File: config.mk
export PLATFORM = sky130hd
export DESIGN_NAME = wash_sequencer
export DESIGN_NICKNAME = d
export VERILOG_FILES = /design/src/rtl/wash_pkg.sv /design/src/rtl/wash_sequencer_tick_gen.sv /design/src/rtl/wash_sequencer.sv
export SDC_FILE = /design/constraint.sdc
export NUM_CORES = 1
export LEC_CHECK = 0
export ABC_AREA = 1
export CAP_MARGIN = 20
export CORE_UTILIZATION = 30
export CTS_CLUSTER_DIAMETER = 100
export DETAILED_ROUTE_END_ITERATION = 6
export SYNTH_ARGS = -nofsm -noshare
export SYNTH_HDL_FRONTEND = slang
export SYNTH_SLANG_ARGS = --single-unit
File: constraint.sdc
create_clock -name cp -period 4.2 [get_ports cp]
set_input_delay 0.84 -clock cp [delete_from_list [all_inputs] [get_ports cp]]
set_output_delay 0.84 -clock cp [all_outputs]
set_load 0.01 [all_outputs]
File: src/rtl/wash_pkg.sv
// Shared definitions for the washing-machine sequencer: state codes, the msg
// field layout, the wash program table and the field decrement helper.
package wash_pkg;

    typedef enum logic [2:0] {
        ST_SHUTDOWN = 3'd0,
        ST_BEGIN    = 3'd1,
        ST_SET      = 3'd2,
        ST_RUN      = 3'd3,
        ST_ERROR    = 3'd4,
        ST_PAUSE    = 3'd5,
        ST_FINISH   = 3'd6
    } wash_state_e;

    localparam int unsigned MSG_W      = 26;
    localparam int unsigned NUM_FIELDS = 8;

    // Index i is phase Pi; P7 (fill) is executed first.
    localparam int unsigned FIELD_LSB [NUM_FIELDS] = '{0, 3, 6, 10, 13, 16, 19, 23};
    localparam int unsigned FIELD_MSB [NUM_FIELDS] = '{2, 5, 9, 12, 15, 18, 22, 25};

    localparam logic [MSG_W-1:0] PROG_STANDARD = {3'd3, 4'd9, 3'd2, 3'd3, 3'd3, 4'd6, 3'd2, 3'd5};
    localparam logic [MSG_W-1:0] PROG_QUICK    = {3'd1, 4'd4, 3'd1, 3'd1, 3'd2, 4'd3, 3'd1, 3'd2};
    localparam logic [MSG_W-1:0] PROG_RINSE    = {3'd0, 4'd0, 3'd0, 3'd2, 3'd4, 4'd0, 3'd2, 3'd3};
    localparam logic [MSG_W-1:0] PROG_SPIN     = {3'd0, 4'd0, 3'd0, 3'd0, 3'd0, 4'd0, 3'd2, 3'd7};

    function automatic logic [MSG_W-1:0] program_msg(input logic [1:0] sel);
        logic [MSG_W-1:0] res;
        case (sel)
            2'd0:    res = PROG_STANDARD;
            2'd1:    res = PROG_QUICK;
            2'd2:    res = PROG_RINSE;
            2'd3:    res = PROG_SPIN;
            default: res = PROG_STANDARD;
        endcase
        return res;
    endfunction

    function automatic logic field_nonzero(input logic [MSG_W-1:0] msg, input int idx);
        logic [MSG_W-1:0] shifted;
        logic [MSG_W-1:0] mask;
        shifted = msg >> FIELD_LSB[idx];
        mask    = (MSG_W'(1) << (FIELD_MSB[idx] - FIELD_LSB[idx] + 1)) - MSG_W'(1);
        return (shifted & mask) != '0;
    endfunction

    // Subtracting one at the field LSB cannot borrow because the field is nonzero.
    function automatic logic [MSG_W-1:0] decrement_highest(input logic [MSG_W-1:0] msg);
        logic [MSG_W-1:0] res;
        logic             done;
        res  = msg;
        done = 1'b0;
        for (int i = NUM_FIELDS - 1; i >= 0; i--) begin
            if (!done && field_nonzero(msg, i)) begin
                res  = msg - (MSG_W'(1) << FIELD_LSB[i]);
                done = 1'b1;
            end
        end
        return res;
    endfunction

endpackage

File: src/rtl/wash_sequencer_tick_gen.sv
// Time-base prescaler: one-cycle tick every TICK_DIV enabled cycles; the
// count is held at zero while disabled so each enable starts a full period.
module tick_gen #(
    parameter int unsigned TICK_DIV = 50_000_000
) (
    input  logic cp,
    input  logic reset,
    input  logic enable,
    output logic tick
);

    localparam int unsigned     CNT_W   = (TICK_DIV > 1) ? $clog2(TICK_DIV) : 1;
    localparam logic [CNT_W-1:0] CNT_MAX = CNT_W'(TICK_DIV - 1);

    logic [CNT_W-1:0] cnt_q;
    logic [CNT_W-1:0] cnt_d;

    // Tick decode and next count.
    always_comb begin
        tick = enable && (cnt_q == CNT_MAX);
        if (!enable) begin
            cnt_d = '0;
        end else if (tick) begin
            cnt_d = '0;
        end else begin
            cnt_d = cnt_q + CNT_W'(1);
        end
    end

    // Count register.
    always_ff @(posedge cp) begin
        if (reset) begin
            cnt_q <= '0;
        end else begin
            cnt_q <= cnt_d;
        end
    end

endmodule

File: src/rtl/wash_sequencer.sv
// Washing-machine control core: program selection, phase countdown and the
// registered state/msg bus for the display stage.
module wash_sequencer
    import wash_pkg::*;
#(
    parameter int unsigned TICK_DIV    = 50_000_000,
    parameter int unsigned FINISH_HOLD = 5
) (
    input  logic             cp,
    input  logic             reset,
    input  logic             powerBtn,
    input  logic             startPauseBtn,
    input  logic             modeBtn,
    input  logic             fault,
    output logic [2:0]       state,
    output logic [MSG_W-1:0] msg
);

    localparam int unsigned      HOLD_W    = (FINISH_HOLD > 1) ? $clog2(FINISH_HOLD) : 1;
    localparam logic [HOLD_W-1:0] HOLD_LAST = HOLD_W'(FINISH_HOLD - 1);

    logic [2:0]        state_q, state_d;
    logic [MSG_W-1:0]  msg_q, msg_d;
    logic [1:0]        sel_q, sel_d;
    logic [HOLD_W-1:0] hold_q, hold_d;
    logic              tick_s;
    logic              tick_en_s;
    logic [MSG_W-1:0]  msg_dec_s;
    logic              dec_zero_s;

    assign tick_en_s  = (state_q == ST_RUN) || (state_q == ST_FINISH);
    assign msg_dec_s  = decrement_highest(msg_q);
    assign dec_zero_s = (msg_dec_s == '0);

    tick_gen #(
        .TICK_DIV (TICK_DIV)
    ) u_tick_gen (
        .cp     (cp),
        .reset  (reset),
        .enable (tick_en_s),
        .tick   (tick_s)
    );

    // State and datapath registers.
    always_ff @(posedge cp) begin
        if (reset) begin
            state_q <= ST_SHUTDOWN;
            msg_q   <= '0;
            sel_q   <= 2'd0;
            hold_q  <= '0;
        end else begin
            state_q <= state_d;
            msg_q   <= msg_d;
            sel_q   <= sel_d;
            hold_q  <= hold_d;
        end
    end

    // Next state; each branch follows powerBtn > fault > startPauseBtn > modeBtn > tick.
    always_comb begin
        state_d = state_q;
        case (state_q)
            ST_SHUTDOWN: begin
                if (powerBtn) state_d = ST_BEGIN;
                else          state_d = ST_SHUTDOWN;
            end
            ST_BEGIN: begin
                if (powerBtn) state_d = ST_SHUTDOWN;
                else          state_d = ST_SET;
            end
            ST_SET: begin
                if (powerBtn)           state_d = ST_SHUTDOWN;
                else if (startPauseBtn) state_d = ST_RUN;
                else                    state_d = ST_SET;
            end
            ST_RUN: begin
                if (powerBtn)                  state_d = ST_SHUTDOWN;
                else if (fault)                state_d = ST_ERROR;
                else if (startPauseBtn)        state_d = ST_PAUSE;
                else if (tick_s && dec_zero_s) state_d = ST_FINISH;
                else                           state_d = ST_RUN;
            end
            ST_PAUSE: begin
                if (powerBtn)           state_d = ST_SHUTDOWN;
                else if (fault)         state_d = ST_ERROR;
                else if (startPauseBtn) state_d = ST_RUN;
                else                    state_d = ST_PAUSE;
            end
            ST_ERROR: begin
                if (powerBtn)                    state_d = ST_SHUTDOWN;
                else if (startPauseBtn && !fault) state_d = ST_PAUSE;
                else                             state_d = ST_ERROR;
            end
            ST_FINISH: begin
                if (powerBtn)                          state_d = ST_SHUTDOWN;
                else if (startPauseBtn)                state_d = ST_SET;
                else if (tick_s && hold_q == HOLD_LAST) state_d = ST_SHUTDOWN;
                else                                   state_d = ST_FINISH;
            end
            default: state_d = ST_SHUTDOWN;
        endcase
    end

    // Datapath updates keyed on the state being entered or kept.
    always_comb begin
        msg_d  = msg_q;
        sel_d  = sel_q;
        hold_d = '0;
        case (state_d)
            ST_SHUTDOWN: begin
                msg_d = '0;
            end
            ST_BEGIN: begin
                sel_d = 2'd0;
                msg_d = program_msg(2'd0);
            end
            ST_SET: begin
                if (state_q == ST_SET && modeBtn) begin
                    sel_d = sel_q + 2'd1;
                    msg_d = program_msg(sel_q + 2'd1);
                end else if (state_q != ST_SET) begin
                    msg_d = program_msg(sel_q);
                end else begin
                    msg_d = msg_q;
                end
            end
            ST_RUN: begin
                if (state_q == ST_RUN && tick_s) msg_d = msg_dec_s;
                else                             msg_d = msg_q;
            end
            ST_FINISH: begin
                msg_d = '0;
                if (state_q == ST_FINISH && tick_s) hold_d = hold_q + HOLD_W'(1);
                else if (state_q == ST_FINISH)      hold_d = hold_q;
                else                                hold_d = '0;
            end
            ST_PAUSE, ST_ERROR: begin
                msg_d = msg_q;
            end
            default: begin
                msg_d = '0;
            end
        endcase
    end

    assign state = state_q;
    assign msg   = msg_q;

endmodule

==> impl_metrics.json <==
{
  "fin_ws_ps": 179.3,
  "first_pass_iters": 6,
  "cts_tree": "done",
  "status": "complete, no violations",
  "hpwl_um": 20400,
  "place_area_mm2": 0.007635,
  "irDropWorstVdd_mv": 0.2451,
  "post-route-min-period_ps": 4021,
  "portBuffers": 34,
  "final_area_mm2": 0.008119,
  "crit_fanout": 13,
  "grt_use_total_pct": 22.77,
  "cts_sinks": 60,
  "yosysMostFrequentCell": "nand2_1",
  "syn_to_final_growth_pct": 23.58,
  "synthDominantCellAreaShare_pct": 22.17,
  "totalPowerFinal_w": 0.002555,
  "routed_wl_um": 25370,
  "finClkSkew_ps": 6.393,
  "dp_slack_ps": 17.56,
  "drt-initial-drc-count": 743,
  "die_width_um": 150.0,
  "critPathRequiredTime_ps": 4430,
  "async_flop_share_pct": 0,
  "ys_types": 47,
  "htreeDepth": 3,
  "fill_cells": 2382,
  "arrival_ps": 4250,
  "drive_above_1_share_pct": 11.63,
  "crit_slowest_cell": "dfxtp_1",
  "start_util_pct": 30.96,
  "slew_violations": 0,
  "synth-edff-count": 0,
  "fin_crit_sh_pct": 95.73,
  "clock_latency_ps": 330,
  "cts_hold_buf": 0,
  "rows": 53,
  "drcViolationCount": 0,
  "antenna_found_initial": 0,
  "grt_overflow": 0,
  "critPathKind": "register to register",
  "synth_top_cells_by_count": "nand2_1, nor2_1, nand3_1, inv_1, a21oi_1",
  "yosys_warnings": 0,
  "numCtsBuffers": 9,
  "start_kind": "register",
  "cts_root_buf": "clkbuf_16",
  "syn_area_per_cell_um2": 5.526,
  "grt_pass1_vias": 7369,
  "critPathTopFamily": "simple AND/OR/NAND/NOR gates",
  "yosysSeqAreaShare_pct": 18.28,
  "whs_ps": 466.5,
  "relSlewSlack_pct": 58.41,
  "ys.flop_type": "dfxtp_1",
  "setup_viol": 0,
  "wl_per_cell_um": 16.21,
  "diodes": 0,
  "worstHoldPathType": "register to register",
  "path_buf_inv": 6,
  "cts_buffer_depth": 2,
  "synth_area_mm2": 0.006570,
  "ant_nets": 0,
  "finalHoldViolCount": 0,
  "fmax_mhz": 248.7,
  "grt_pass1_wl_um": 39470,
  "worst-slew-pin-transition_ps": 618.2,
  "max_stage_delay_ps": 330,
  "synth_area_leaders": "nand2_1, dfxtp_1, nand3_1",
  "syn_nets": 1222,
  "p_leak_nw": 3.887,
  "ios": 35,
  "placeableCoreArea_mm2": 0.02122,
  "vias": 8077,
  "gp_congestion": 0.9715,
  "die_h_um": 150.0,
  "yosysTopAreaCell": "nand2_1",
  "grt_max_degree": 27,
  "multi_input_area_mm2": 0.004740,
  "maxCapViolCount": 0,
  "path_clk_slew_ps": 60,
  "syn_inst": 1189,
  "dieArea_mm2": 0.02250,
  "end_kind": "register",
  "nNetsFinal": 1318,
  "crit_top_cell": "nand2_1",
  "regArea_mm2": 0.001201,
  "ys_ff_latch": 60,
  "power.density_mw_per_mm2": 314.7,
  "vias_per_cell": 5.161
}
flip-flops by register name, indices dropped and copies added (netlist names):
signal,count
msg,26
hold_q,3
sel_q,2
state,3
u_tick_gen.cnt_q,26
where the power goes:
part / internal [W] / switching [W] / total [W]
sequential: 0.000586 / 0.0000133 / 0.000599
clock: 0.000461 / 0.000283 / 0.000744
combinational: 0.000394 / 0.000817 / 0.00121
cell families (layout without fill, tap and decap cells):
| kind of cell | after synthesis | in the layout | synth area share [%] |
|---|---|---|---|
| adders and majority gates | 27 | 27 | 5.142 |
| muxes | 1 | 1 | 0.1524 |
| xor gates and xnor gates | 23 | 23 | 3.066 |
| DFF | 60 | 60 | 18.28 |
| buffers and inverters | 177 | 277 | 11.06 |
| AOI/OAI and AO/OA | 136 | 136 | 11.01 |
| and+or+nand+nor | 765 | 766 | 51.29 |
final cells by class:
class | instances | share of cell area (%)
multi-input cells | 953 | 58.38
flip-flops and latches | 60 | 14.79
clock buffers | 9 | 2.774
clock inverters | 7 | 0.9401
repair buffers | 110 | 11.84
well taps | 275 | 4.238
inverters | 151 | 7.043
routing by layer:
metal | GRT usage (%) | share of wire (%)
met5 | 0 | 0
met4 | 7.071 | 2.3
met3 | 4.848 | 8.4
met2 | 35.42 | 43
met1 | 31.10 | 46
cells in the final DEF, fill, tap and decap left out, types with 3 or more instances in the layout:
master / n
a21oi_1: 68
a21oi_2: 3
buf_12: 4
buf_4: 72
clkbuf_16: 9
clkdlybuf4s50_1: 34
clkinv_1: 5
dfxtp_1: 60
ha_1: 25
inv_1: 135
inv_2: 10
nand2_1: 384
nand2_2: 8
nand3_1: 136
nand3_2: 5
nand3_4: 3
nand3b_1: 4
nand4_1: 34
nor2_1: 146
nor2_2: 8
nor2_4: 7
nor3_1: 11
nor4_1: 5
o21a_1: 4
o21ai_0: 45
o21ai_1: 5
xnor2_1: 3
xor2_1: 20
worst paths after layout:
path	from	to	slack, ps	cells after the start
max reg2reg	msg[10]	msg[18]	180	29
min	u_tick_gen.cnt_q[0]	u_tick_gen.cnt_q[0]	470	1
max	msg[10]	msg[18]	180	29
min reg2reg	u_tick_gen.cnt_q[0]	u_tick_gen.cnt_q[0]	470	1
repair_timing:
item                                    4_1_cts  5_1_grt
resized for setup                             0       25
buffers inserted                              0        9
endpoints found under the hold margin         0        0
endpoints found under the setup margin        0       28
stage by stage:
step           TNS, ps  utilization (%)  instances
3_5_place_dp         0            35.98       1539
5_1_grt         -349.9            38.26       1565
4_1_cts              0            37.40       1555
2_1_floorplan        0                -       1189
3_3_place_gp         0            35.98       1539
6_report             0            38.26       1565
No activity file was read; power rests on OpenSTA's default activity.
